`config.mk`:
```
export PLATFORM = sky130hd
export DESIGN_NAME = divisor_restoring_param_flat
export DESIGN_NICKNAME = d
export VERILOG_FILES = /design/src/rtl/divisor_restoring_param_if.sv /design/src/rtl/divisor_restoring_param.sv /design/src/flat_wrapper.sv
export SDC_FILE = /design/constraint.sdc
export NUM_CORES = 1
export LEC_CHECK = 0
export BUFFER_PORTS_ARGS = -buffer_cell sky130_fd_sc_hd__buf_2
export CAP_MARGIN = 20
export CORE_ASPECT_RATIO = 0.75
export CORE_MARGIN = 2
export CORE_UTILIZATION = 50
export DETAILED_ROUTE_END_ITERATION = 10
export MAX_ROUTING_LAYER = met4
export PLACE_DENSITY = 0.73
export SLEW_MARGIN = 15
export SYNTH_ARGS = -nofsm -noshare
export SYNTH_HDL_FRONTEND = slang
export SYNTH_SLANG_ARGS = --single-unit
```
`constraint.sdc`:
```
create_clock -name clk -period 2.1 [get_ports clk]
set_input_delay 0.63 -clock clk [delete_from_list [all_inputs] [get_ports clk]]
set_output_delay 0.63 -clock clk [all_outputs]
set_load 0.03 [all_outputs]
```
`src/rtl/divisor_restoring_param_if.sv`:
```
`default_nettype none
// ============================================================================
// Module      : divisor_restoring_param_if
// Description : Request/response bundle for the restoring divider.
//               master : issues start/signed_op/A_in/B_in, observes results
//               slave  : the divider itself
//   start      request, sampled only while busy=0
//   signed_op  two's-complement operation when 1
//   A_in/B_in  dividend / divisor (WIDTH bits)
//   busy       operation in flight
//   Q/R        quotient / remainder, held until the next done
//   done       one-cycle completion pulse
//   div0       divide-by-zero flag, same timing as Q/R
// Revision    : 1.0  initial release
// ============================================================================
interface divisor_restoring_param_if #(
  parameter int WIDTH = 7
);
  logic             start;
  logic             signed_op;
  logic [WIDTH-1:0] A_in;
  logic [WIDTH-1:0] B_in;
  logic             busy;
  logic [WIDTH-1:0] Q;
  logic [WIDTH-1:0] R;
  logic             done;
  logic             div0;

  modport master (
    output start, signed_op, A_in, B_in,
    input  busy, Q, R, done, div0
  );

  modport slave (
    input  start, signed_op, A_in, B_in,
    output busy, Q, R, done, div0
  );
endinterface
`default_nettype wire

```
`src/rtl/divisor_restoring_param.sv`:
```
`default_nettype none
// ============================================================================
// Module      : divisor_restoring_param
// Description : Parametrised multi-cycle restoring divider with per-operation
//               signed/unsigned mode and divide-by-zero reporting.
//   clk   in  system clock, rising edge
//   rst   in  asynchronous reset, active-high
//   bus   slave modport of divisor_restoring_param_if (start, signed_op,
//         A_in, B_in in; busy, Q, R, done, div0 out)
// Revision    : 1.0  initial release
// ============================================================================
module divisor_restoring_param #(
  parameter int WIDTH     = 7,
  parameter bit SIGNED_EN = 1'b1
) (
  input  wire logic                     clk,
  input  wire logic                     rst,
  divisor_restoring_param_if.slave      bus
);

  localparam int CW = $clog2(WIDTH + 1);

  localparam logic [1:0] S_IDLE = 2'd0;
  localparam logic [1:0] S_CALC = 2'd1;
  localparam logic [1:0] S_FIN  = 2'd2;

  logic [1:0]       state_q, state_d;
  logic [CW-1:0]    cnt_q, cnt_d;
  // Holds |A| while dividing; quotient bits shift in from the LSB as the
  // dividend bits shift out of the MSB. Holds raw A_in on the div0 path.
  logic [WIDTH-1:0] quo_q, quo_d;
  logic [WIDTH-1:0] rem_q, rem_d;
  logic [WIDTH-1:0] dvs_q, dvs_d;
  logic             negq_q, negq_d;
  logic             negr_q, negr_d;
  logic             dz_q, dz_d;
  logic             busy_q, busy_d;
  logic             done_q, done_d;
  logic [WIDTH-1:0] q_q, q_d;
  logic [WIDTH-1:0] r_q, r_d;
  logic             div0_q, div0_d;

  logic             w_sa, w_sb;
  logic [WIDTH-1:0] w_absa, w_absb;
  logic [WIDTH:0]   w_shift, w_trial;
  logic             w_ge;

  always_comb begin
    w_sa   = SIGNED_EN && bus.signed_op && bus.A_in[WIDTH-1];
    w_sb   = SIGNED_EN && bus.signed_op && bus.B_in[WIDTH-1];
    // Negating the most-negative value yields 2^(WIDTH-1), which is the
    // correct magnitude when read as unsigned.
    w_absa = w_sa ? (WIDTH'(0) - bus.A_in) : bus.A_in;
    w_absb = w_sb ? (WIDTH'(0) - bus.B_in) : bus.B_in;

    w_shift = {rem_q, quo_q[WIDTH-1]};
    w_trial = w_shift - {1'b0, dvs_q};
    w_ge    = (w_shift >= {1'b0, dvs_q});

    state_d = state_q;
    cnt_d   = cnt_q;
    quo_d   = quo_q;
    rem_d   = rem_q;
    dvs_d   = dvs_q;
    negq_d  = negq_q;
    negr_d  = negr_q;
    dz_d    = dz_q;
    busy_d  = busy_q;
    done_d  = 1'b0;
    q_d     = q_q;
    r_d     = r_q;
    div0_d  = div0_q;

    case (state_q)
      S_IDLE: begin
        if (bus.start) begin
          busy_d = 1'b1;
          cnt_d  = '0;
          rem_d  = '0;
          dvs_d  = w_absb;
          negq_d = w_sa ^ w_sb;
          negr_d = w_sa;
          if (bus.B_in == '0) begin
            dz_d    = 1'b1;
            quo_d   = bus.A_in;
            state_d = S_FIN;
          end else begin
            dz_d    = 1'b0;
            quo_d   = w_absa;
            state_d = S_CALC;
          end
        end
      end
      S_CALC: begin
        // The partial remainder is always below the divisor, so the kept
        // value fits in WIDTH bits either way.
        rem_d = w_ge ? w_trial[WIDTH-1:0] : w_shift[WIDTH-1:0];
        quo_d = {quo_q[WIDTH-2:0], w_ge};
        cnt_d = cnt_q + CW'(1);
        if (cnt_q == CW'(WIDTH - 1)) begin
          state_d = S_FIN;
        end
      end
      S_FIN: begin
        state_d = S_IDLE;
        busy_d  = 1'b0;
        done_d  = 1'b1;
        if (dz_q) begin
          q_d    = '1;
          r_d    = quo_q;
          div0_d = 1'b1;
        end else begin
          // Most-negative / -1 wraps naturally to most-negative here.
          q_d    = negq_q ? (WIDTH'(0) - quo_q) : quo_q;
          r_d    = negr_q ? (WIDTH'(0) - rem_q) : rem_q;
          div0_d = 1'b0;
        end
      end
      default: begin
        state_d = S_IDLE;
        busy_d  = 1'b0;
      end
    endcase
  end

  always_ff @(posedge clk or posedge rst) begin
    if (rst) begin
      state_q <= S_IDLE;
      cnt_q   <= '0;
      quo_q   <= '0;
      rem_q   <= '0;
      dvs_q   <= '0;
      negq_q  <= 1'b0;
      negr_q  <= 1'b0;
      dz_q    <= 1'b0;
      busy_q  <= 1'b0;
      done_q  <= 1'b0;
      q_q     <= '0;
      r_q     <= '0;
      div0_q  <= 1'b0;
    end else begin
      state_q <= state_d;
      cnt_q   <= cnt_d;
      quo_q   <= quo_d;
      rem_q   <= rem_d;
      dvs_q   <= dvs_d;
      negq_q  <= negq_d;
      negr_q  <= negr_d;
      dz_q    <= dz_d;
      busy_q  <= busy_d;
      done_q  <= done_d;
      q_q     <= q_d;
      r_q     <= r_d;
      div0_q  <= div0_d;
    end
  end

  assign bus.busy = busy_q;
  assign bus.done = done_q;
  assign bus.Q    = q_q;
  assign bus.R    = r_q;
  assign bus.div0 = div0_q;

endmodule
`default_nettype wire
```
`src/flat_wrapper.sv`:
```
// flat-port wrapper written by rule: the top's interface ports become plain ports
module divisor_restoring_param_flat 
#(
  parameter int WIDTH     = 7,
  parameter bit SIGNED_EN = 1'b1
)
  (clk, rst, bus_start, bus_signed_op, bus_A_in, bus_B_in, bus_busy, bus_Q, bus_R, bus_done, bus_div0);
  divisor_restoring_param_if #(.WIDTH(WIDTH)) bus_i ();
  input  wire logic clk;
  input  wire logic rst;
  input wire logic [$bits(bus_i.start)-1:0] bus_start;
  input wire logic [$bits(bus_i.signed_op)-1:0] bus_signed_op;
  input wire logic [$bits(bus_i.A_in)-1:0] bus_A_in;
  input wire logic [$bits(bus_i.B_in)-1:0] bus_B_in;
  output wire logic [$bits(bus_i.busy)-1:0] bus_busy;
  output wire logic [$bits(bus_i.Q)-1:0] bus_Q;
  output wire logic [$bits(bus_i.R)-1:0] bus_R;
  output wire logic [$bits(bus_i.done)-1:0] bus_done;
  output wire logic [$bits(bus_i.div0)-1:0] bus_div0;
  assign bus_i.start = bus_start;
  assign bus_i.signed_op = bus_signed_op;
  assign bus_i.A_in = bus_A_in;
  assign bus_i.B_in = bus_B_in;
  assign bus_busy = bus_i.busy;
  assign bus_Q = bus_i.Q;
  assign bus_R = bus_i.R;
  assign bus_done = bus_i.done;
  assign bus_div0 = bus_i.div0;
  divisor_restoring_param #(.WIDTH(WIDTH), .SIGNED_EN(SIGNED_EN)) u_core (.clk(clk), .rst(rst), .bus(bus_i));
endmodule
```
==> results.yml, run 1 <==
timing:
  worstMarginPinSlew_ns: 0.539
  max-slew-margin-rel_pct: 64.0
  fin_crit_ns: 1.97
  setup_viol: 0
  fin_skew_ns: 0.00514
  hold_violations: 0
  rsz0062_at_grt: "false"
  slew_viol_final: 0
  max_freq_mhz: 508
  fin_crit_sh_pct: 93.8
die:
  placementRows: 23
  ioPinCount: 35
  die_h_um: 67.8
  dieArea_um2: 6050
  die_w_um: 89.1
  start_util_pct: 51.3
  core_um2: 5300
critical_path:
  max_stage_delay_ns: 0.39
  r2r_start: "u_core.dvs_q[0]$_DFFE_PP0P_"
  arrival_ns: 2.13
  worst-path-buf-inv: 1
  worst_r2r_endpoint: "u_core.rem_q[4]$_DFFE_PP0P_"
  rrSetupSlack_ns: 0.13
  worstPathMaxFanout: 5
  cp-start-kind: "flip-flop"
  crit_family: "compound AO/OA/AOI/OAI gates"
  slowest_stage: "dfrtp_1"
  worst_ep_required_time_ns: 2.26
  path_cells: "ha_2, fa_2, nor2b_4, o211ai_2, a31oi_4, buf_6, o31a_1, o21ai_0"
  worstSetupPathType: "reg2reg"
  crit_path_end_kind: "flip-flop"
  worstRegToRegCells: 8
global_routing:
  grt_pass1_vias: 2166
  grt_max_degree: 47
  antenna_found_initial: 0
  grt_pass1_wl_um: 10100
  grt-ovfl-total: 0
  grtUsageTotal_pct: 22.3
yosys:
  synth_warnings: 0
  syn_nets: 336
  syn_area_um2: 2720
  synthTopCellsByArea: "dfrtp_1, o21ai_0, nand2_1"
  synth_edf_count: 0
  synth_top_cell_by_area: "dfrtp_1"
  netlist_instances: 304
  seq_area_frac_synth_pct: 42.4
  synth_top_area_share_pct: 42.4
  synth_seq_cells: 46
  avgSynthCellArea_um2: 8.94
  yosys_most_used_dff: "dfrtp_1"
  synth.distinct_cells: 46
  async_flop_share_pct: 100
clock_network:
  cts_made_buffers: 5
  post_cts_buffers: 0
  root_buffer: "clkbuf_8"
  clock_sinks: 46
  htree_levels: 2
  holdBufCountCts: 0
  cts_tree: "built"
  clkLatencyLatePin_ns: 0.30
  cts.clk_slew.worst_paths_ns: 0.08
  clockBufferDepth: 2
detailed_routing:
  routed_wl_um: 6060
  routedWlPerCell_um: 14.1
  dr.pass1.iters: 4
  drtIter0Drc: 147
  via_per_inst: 5.36
  ant_nets: 0
  vias: 2304
  drc: 0
cells_and_area:
  nFillCells: 510
  final_cell_area_um2: 3230
  antenna_cells: 0
  area_growth_pct: 18.7
  fin_nets: 387
  final_cell_count_no_fill: 430
  drive_above_1_share_pct: 21.4
power:
  p_leak_nw: 1.49
  power_density_nw_per_um2: 1600
  peakVddDrop_uv: 707
placed_design:
  place_inst: 423
  dp_hpwl_um: 4610
  portBuffers: 34
  place_area_um2: 3110
  gp_congestion: 0.886
hold_path:
  hp-class: "in2async"
job:
  timing.max_cap.violations: 0
outcome:
  status: "finished clean"
-- cells in the mapped netlist, drive strengths merged (6+ instances only) --
cell	instances
dfrtp	46
inv	20
ha	13
mux2i	6
nand2	45
xnor2	15
o31ai	7
clkbuf	9
a22oi	6
xor2	7
nor2	24
a21oi	18
o21ai	38
-- flip-flops by register name, summed over array words and instances, names as in the netlist --
name	count
u_core.bus.Q	7
u_core.bus.R	7
u_core.bus.busy	1
u_core.bus.div0	1
u_core.bus.done	1
u_core.cnt_q	3
u_core.dvs_q	7
u_core.dz_q	1
u_core.negq_q	1
u_core.negr_q	1
u_core.quo_q	7
u_core.rem_q	7
u_core.state_q	2
-- metrics by stage --
step           setup TNS, ns  power [mW]  hold slack (ns)  utilization [%]  setup WS (ns)
2_1_floorplan              0        3.57            0.450                -         0.0179
3_3_place_gp          -0.494        4.39            0.446             58.6         -0.104
3_5_place_dp           -1.25        4.48            0.456             58.6         -0.176
4_1_cts                    0        5.05            0.363             60.4         0.0222
5_1_grt                    0        5.67            0.369             60.9        0.00477
6_report                   0        5.18            0.357             60.9          0.130
-- placed cells by master, fill, tap and decap left out, types with 5 or more instances in the layout --
cell	count
nand2_1	44
dfrtp_1	46
buf_2	34
nor2_1	24
buf_4	18
mux2i_1	6
a22oi_1	6
nand3_1	5
o31ai_1	6
a21oi_1	18
clkbuf_8	5
inv_1	19
ha_1	12
o21ai_0	36
xnor2_1	15
xor2_1	7
-- logic make-up after synthesis --
kind of cell | share of synthesized area, %
simple gates | 16.3
compound gates | 20.6
flops | 42.4
buf+inv | 4.33
xor+xnor | 7.09
fa+ha+maj | 6.72
mux | 2.62
-- what timing repair did --
item,in CTS,in global routing
endpoints found under the setup margin,7,7
pin swaps,1,2
gates resized for setup,4,10
gates cloned,0,0
-- routing by layer --
| layer | vias to the layer above | wire length [um] | GRT usage, % |
|---|---|---|---|
| met5 | - | 0 | - |
| met1 | 1086 | 3150 | 32.4 |
| li1 | 1158 | - | - |
| met3 | 7 | 292 | 3.74 |
| met4 | 0 | 60 | 5.04 |
| met2 | 53 | 2560 | 32.9 |
-- how the worst max path moves through the flow --
stage | startpoint | to | slack (ns) | depth (start not counted)
after floorplan | bus_B_in[0] | u_core.quo_q[6]$_DFFE_PP0P_ | 0.02 | 6
after global placement | bus_B_in[0] | u_core.quo_q[6]$_DFFE_PP0P_ | -0.10 | 7
after detailed placement | bus_B_in[0] | u_core.quo_q[6]$_DFFE_PP0P_ | -0.18 | 7
after CTS | u_core.quo_q[6]$_DFFE_PP0P_ | u_core.rem_q[6]$_DFFE_PP0P_ | 0.02 | 8
after global routing | u_core.quo_q[6]$_DFFE_PP0P_ | u_core.rem_q[4]$_DFFE_PP0P_ | 0.005 | 9
final | u_core.dvs_q[0]$_DFFE_PP0P_ | u_core.rem_q[4]$_DFFE_PP0P_ | 0.13 | 8
-- layout make-up --
cell class | instances | area [um2] | area share, %
Clock buffer | 6 | 72.6 | 2.25
Clock inverter | 1 | 7.51 | 0.233
Timing Repair Buffer | 54 | 337 | 10.4
Multi-Input combinational cell | 227 | 1490 | 46.0
Tap cell | 75 | 93.8 | 2.91
Sequential cell | 46 | 1150 | 35.7
Inverter | 21 | 78.8 | 2.44
-- tightest hold or removal path, cell delays in order --
cell and delay [ns]:
buf_2 0.10, clkinv_1 0.06, buf_12 0.25
-- report_power, final --
group / switching (mW) / internal, mW / total [mW]
sequential: 0.379 / 1.28 / 1.66
combinational: 1.69 / 1.32 / 3.01
clock: 0.286 / 0.228 / 0.515
total: 2.35 / 2.82 / 5.18
Note: power is estimated with default switching activity, not from simulation.
==> run 2: changes to the inputs <==
==> constraint.sdc (replaced) <==
create_clock -name clk -period 1.8 [get_ports clk]
set_input_delay 0.54 -clock clk [delete_from_list [all_inputs] [get_ports clk]]
set_output_delay 0.54 -clock clk [all_outputs]
set_load 0.03 [all_outputs]
==> results.yml, run 2 (synthesis gave the netlist of run 1 again) <==
timing:
  max-slew-margin-rel_pct: 62.4
  slew_viol_final: 0
  worstMarginPinSlew_ns: 0.564
  max_freq_mhz: 514
  hold_violations: 0
  fin_skew_ns: 0.0111
  setup_viol: 7
  fin_crit_ns: 1.95
  fin_setup_tns_ns: -0.789
  fin_crit_sh_pct: 108
  rsz0062_at_grt: "true"
  setup_slack_ns: -0.145
  timing.hold.ws_ns: 0.267
detailed_routing:
  ant_nets: 0
  routed_wl_um: 6560
  dr.pass1.iters: 4
  via_per_inst: 5.25
  drc: 0
  drtIter0Drc: 145
  vias: 2351
  routedWlPerCell_um: 14.6
power:
  p_leak_nw: 1.61
  peakVddDrop_uv: 638
  power_density_nw_per_um2: 1930
die:
  ioPinCount: 35
  core_um2: 5300
  die_w_um: 89.1
  start_util_pct: 51.3
  die_h_um: 67.8
  dieArea_um2: 6050
  placementRows: 23
global_routing:
  grt_pass1_wl_um: 10300
  grt_max_degree: 47
  antenna_found_initial: 0
  grt_pass1_vias: 2231
  grtUsageTotal_pct: 22.9
  grt-ovfl-total: 0
critical_path:
  crit_path_end_kind: "flip-flop"
  worst_r2r_endpoint: "u_core.rem_q[5]$_DFFE_PP0P_"
  r2r_start: "u_core.quo_q[6]$_DFFE_PP0P_"
  worst_ep_required_time_ns: 2.01
  worstPathMaxFanout: 4
  slowest_stage: "dfrtp_1"
  arrival_ns: 2.15
  worstRegToRegCells: 8
  cp-start-kind: "flip-flop"
  worstSetupPathType: "reg2reg"
  rrSetupSlack_ns: -0.15
  path_cells: "inv_2, ha_4, fa_2, nor2b_4, o211ai_4, a31oi_4, o21ai_1, o21ai_0"
  max_stage_delay_ns: 0.39
  critPathLaunch: "u_core.quo_q[6]$_DFFE_PP0P_"
  worst-path-buf-inv: 1
  crit_family: "compound AO/OA/AOI/OAI gates"
cells_and_area:
  final_cell_mix: "dfrtp_1, nand2_1, buf_4"
  multi_input_area_um2: 1610
  register_area_um2: 1150
  final_common_cell: "dfrtp_1"
  final_cell_area_um2: 3530
  nFillCells: 467
  area_growth_pct: 29.8
  fin_nets: 404
  final_cell_count_no_fill: 448
  antenna_cells: 0
  utilization_pct: 66.6
  drive_above_1_share_pct: 30.0
clock_network:
  holdBufCountCts: 0
  clock_sinks: 46
  root_buffer: "clkbuf_8"
  cts_made_buffers: 5
  cts.clk_slew.worst_paths_ns: 0.09
  cts_tree: "built"
  clockBufferDepth: 2
  clkLatencyLatePin_ns: 0.30
  htree_levels: 2
placed_design:
  place_inst: 437
  portBuffers: 34
  dp_hpwl_um: 5030
  place_area_um2: 3280
  gp_congestion: 0.858
outcome:
  violations: "setup timing"
  status: "finished, violations left"
job:
  timing.max_cap.violations: 0
hold_path:
  hp-class: "in2async"
==> run 2: cell count changes in the layout (fill, tap and decap cells not counted), sizes merged <==
cell      delta
buf         +17
clkbuf       +1
clkinv       +1
clkinvlp     -1
==> run 2: what timing repair did <==
| item | in CTS | in global routing |
|---|---|---|
| endpoints found under the hold margin | 0 | 0 |
| gates cloned | 0 | 0 |
| resized for setup | 15 | 22 |
| setup endpoints to repair | 11 | 17 |
| setup buffers | 1 | 2 |
| pin swaps | 7 | 6 |
==> run 2: worst max-delay path by stage <==
| stage | to | slack [ns] | depth (start not counted) |
|---|---|---|---|
| floorplan | u_core.quo_q[6]$_DFFE_PP0P_ | -0.1 | 6 |
| global placement | u_core.quo_q[6]$_DFFE_PP0P_ | -0.28 | 7 |
| detailed placement | u_core.quo_q[3]$_DFFE_PP0P_ | -0.36 | 8 |
| CTS | u_core.rem_q[1]$_DFFE_PP0P_ | -0.16 | 8 |
| global route | u_core.quo_q[0]$_DFFE_PP0P_ | -0.19 | 8 |
| finish | u_core.rem_q[5]$_DFFE_PP0P_ | -0.15 | 8 |
==> run 2: area by class of cell <==
type / count / share of cell area, %
inverter: 21 / 2.66
clock inverter: 1 / 0.248
sequential: 46 / 32.7
tap: 75 / 2.66
multi-input combinational: 227 / 45.5
clock buffer: 7 / 2.73
timing repair buffer: 71 / 13.5
==> run 2: power breakdown <==
part | internal (mW) | total [mW] | switching, mW
registers | 1.49 | 1.91 | 0.421
clock network | 0.352 | 0.705 | 0.352
logic | 1.91 | 4.19 | 2.29
==> run 2: through the flow <==
| stage | total power, mW | worst slack, ns |
|---|---|---|
| after floorplan | 4.30 | -0.0952 |
| after global placement | 5.49 | -0.283 |
| after detailed placement | 5.68 | -0.357 |
| after CTS | 6.48 | -0.159 |
| after global routing | 7.34 | -0.192 |
| final | 6.81 | -0.145 |
==> run 2: worst min-delay path, delay by kind of cell <==
family	cells	cell delay [ns]
buffers and inverters	3	0.40
==> run 2: layer usage <==
layer / global-route usage [%] / wire length, um
met5: - / 0
met1: 32.6 / 3240
met3: 4.46 / 295
met4: 4.48 / 68
met2: 34.5 / 2950
==> run 3: changes to the inputs <==
--- a/config.mk
+++ b/config.mk
@@ -12,7 +12,7 @@
 export CORE_UTILIZATION = 50
 export DETAILED_ROUTE_END_ITERATION = 10
 export MAX_ROUTING_LAYER = met4
-export PLACE_DENSITY = 0.73
+export PLACE_DENSITY = 0.71
 export SLEW_MARGIN = 15
 export SYNTH_ARGS = -nofsm -noshare
 export SYNTH_HDL_FRONTEND = slang
==> constraint.sdc (replaced) <==
create_clock -name clk -period 2 [get_ports clk]
set_input_delay 0.6 -clock clk [delete_from_list [all_inputs] [get_ports clk]]
set_output_delay 0.6 -clock clk [all_outputs]
set_load 0.03 [all_outputs]
==> results.yml, run 3 (synthesis gave the netlist of run 1 again) <==
outcome:
  status: "finished clean"
detailed_routing:
  drtIter0Drc: 131
  vias: 2283
  routed_wl_um: 6190
  via_per_inst: 5.24
  routedWlPerCell_um: 14.2
  drc: 0
  dr.pass1.iters: 4
  ant_nets: 0
hold_path:
  hp-class: "in2async"
cells_and_area:
  utilization_pct: 63.2
  area_growth_pct: 23.1
  final_cell_mix: "dfrtp_1, nand2_1, o21ai_0, buf_2, nor2_1"
  drive_above_1_share_pct: 24.4
  multi_input_area_um2: 1530
  final_cell_count_no_fill: 436
  nFillCells: 480
  fin_nets: 392
  final_cell_area_um2: 3340
  final_common_cell: "dfrtp_1"
  antenna_cells: 0
  register_area_um2: 1150
clock_network:
  htree_levels: 2
  cts.clk_slew.worst_paths_ns: 0.09
  cts_tree: "built"
  holdBufCountCts: 0
  clockBufferDepth: 2
  cts_made_buffers: 5
  root_buffer: "clkbuf_8"
  clock_sinks: 46
  clkLatencyLatePin_ns: 0.31
critical_path:
  rrSetupSlack_ns: 0.06
  crit_path_end: "u_core.rem_q[4]$_DFFE_PP0P_"
  worstSetupPathType: "reg2reg"
  worst_r2r_endpoint: "u_core.rem_q[4]$_DFFE_PP0P_"
  r2r_start: "u_core.dvs_q[0]$_DFFE_PP0P_"
  worst_ep_required_time_ns: 2.19
  worstRegToRegCells: 8
  critPathLaunch: "u_core.dvs_q[0]$_DFFE_PP0P_"
  worstPathMaxFanout: 5
  cp-start-kind: "flip-flop"
  crit_path_end_kind: "flip-flop"
  arrival_ns: 2.13
global_routing:
  use_met3_pct: 4.22
  grt_pass1_vias: 2081
  antenna_found_initial: 0
  use_met2_pct: 32.7
  grt_max_degree: 47
  met1_usage_pct: 34.1
  grt.busiest_layer: "met1"
  grt_pass1_wl_um: 10300
  grtUsageTotal_pct: 23.2
  grt-ovfl-total: 0
timing:
  fin_setup_tns_ns: 0
  rsz0062_at_grt: "true"
  fin_skew_ns: 0.00289
  slew_viol_final: 0
  max-slew-margin-rel_pct: 64.3
  fin_crit_sh_pct: 96.9
  worstMarginPinSlew_ns: 0.536
  setup_viol: 0
  fin_crit_ns: 1.94
  max_freq_mhz: 516
  hold_violations: 0
placed_design:
  place_inst: 428
  place_area_um2: 3150
  portBuffers: 34
  dp_hpwl_um: 4680
  gp_congestion: 0.853
power:
  p_leak_nw: 1.55
  power_density_nw_per_um2: 1750
  p_total_mw: 5.86
  peakVddDrop_uv: 571
die:
  dieArea_um2: 6050
  placementRows: 23
  die_w_um: 89.1
  start_util_pct: 51.3
  die_h_um: 67.8
  ioPinCount: 35
  core_um2: 5300
job:
  timing.max_cap.violations: 0
==> run 3: where the power goes <==
part	leakage [nW]	total [mW]	internal, mW	switching (mW)
Combinational	0.905	3.40	1.53	1.87
Sequential	0.582	1.75	1.34	0.408
Clock	0.0585	0.714	0.375	0.339
Total	1.55	5.86	3.25	2.62
==> run 3: stage by stage <==
| stage | worst slack, ns | hold WS (ns) |
|---|---|---|
| finish | 0.0627 | 0.315 |
| global route | -0.0325 | 0.337 |
| CTS | 0.0119 | 0.322 |
| detailed placement | -0.222 | 0.452 |
| global placement | -0.145 | 0.446 |
| floorplan | -0.0139 | 0.450 |
==> run 3: what timing repair did <==
| item | CTS | global route |
|---|---|---|
| setup endpoints to repair | 8 | 9 |
| pin swaps | 1 | 6 |
| resized for setup | 7 | 16 |
| setup buffers | 0 | 0 |
==> run 3: layout make-up <==
| type | instances | share of cell area (%) |
|---|---|---|
| Multi-Input combinational cell | 227 | 45.9 |
| Timing Repair Buffer | 59 | 11.2 |
| Sequential cell | 46 | 34.4 |
| Tap cell | 75 | 2.81 |
| Clock buffer | 5 | 2.06 |
| Clock inverter | 3 | 1.31 |
| Inverter | 21 | 2.36 |
==> run 3: routing by layer <==
metal  wire length, um  part of all wire, %
met4                63                  1.0
met2              2630                   43
met3               427                  6.9
met5                 0                    0
met1              3070                   50
==> run 3: worst min-delay path by stage <==
| stage | from | to |
|---|---|---|
| 2_1_floorplan | u_core.dvs_q[2]$_DFFE_PP0P_ | u_core.dvs_q[2]$_DFFE_PP0P_ |
| 3_3_place_gp | u_core.bus.R[6]$_DFFE_PP0P_ | u_core.bus.R[6]$_DFFE_PP0P_ |
| 3_5_place_dp | u_core.bus.R[6]$_DFFE_PP0P_ | u_core.bus.R[6]$_DFFE_PP0P_ |
| 4_1_cts | rst | u_core.bus.Q[2]$_DFFE_PP0P_ |
| 5_1_grt | rst | u_core.bus.div0$_DFFE_PP0P_ |
| 6_report | rst | u_core.bus.done$_DFF_PP0_ |
==> run 3: worst max-delay path: stages (launching register included) <==
cell and delay (ns):
dfrtp_1 0.42, ha_4 0.18, fa_2 0.39, nor2b_4 0.14, o211ai_2 0.13, a31oi_4 0.25, buf_6 0.13, o31a_1 0.12
o21ai_1 0.06
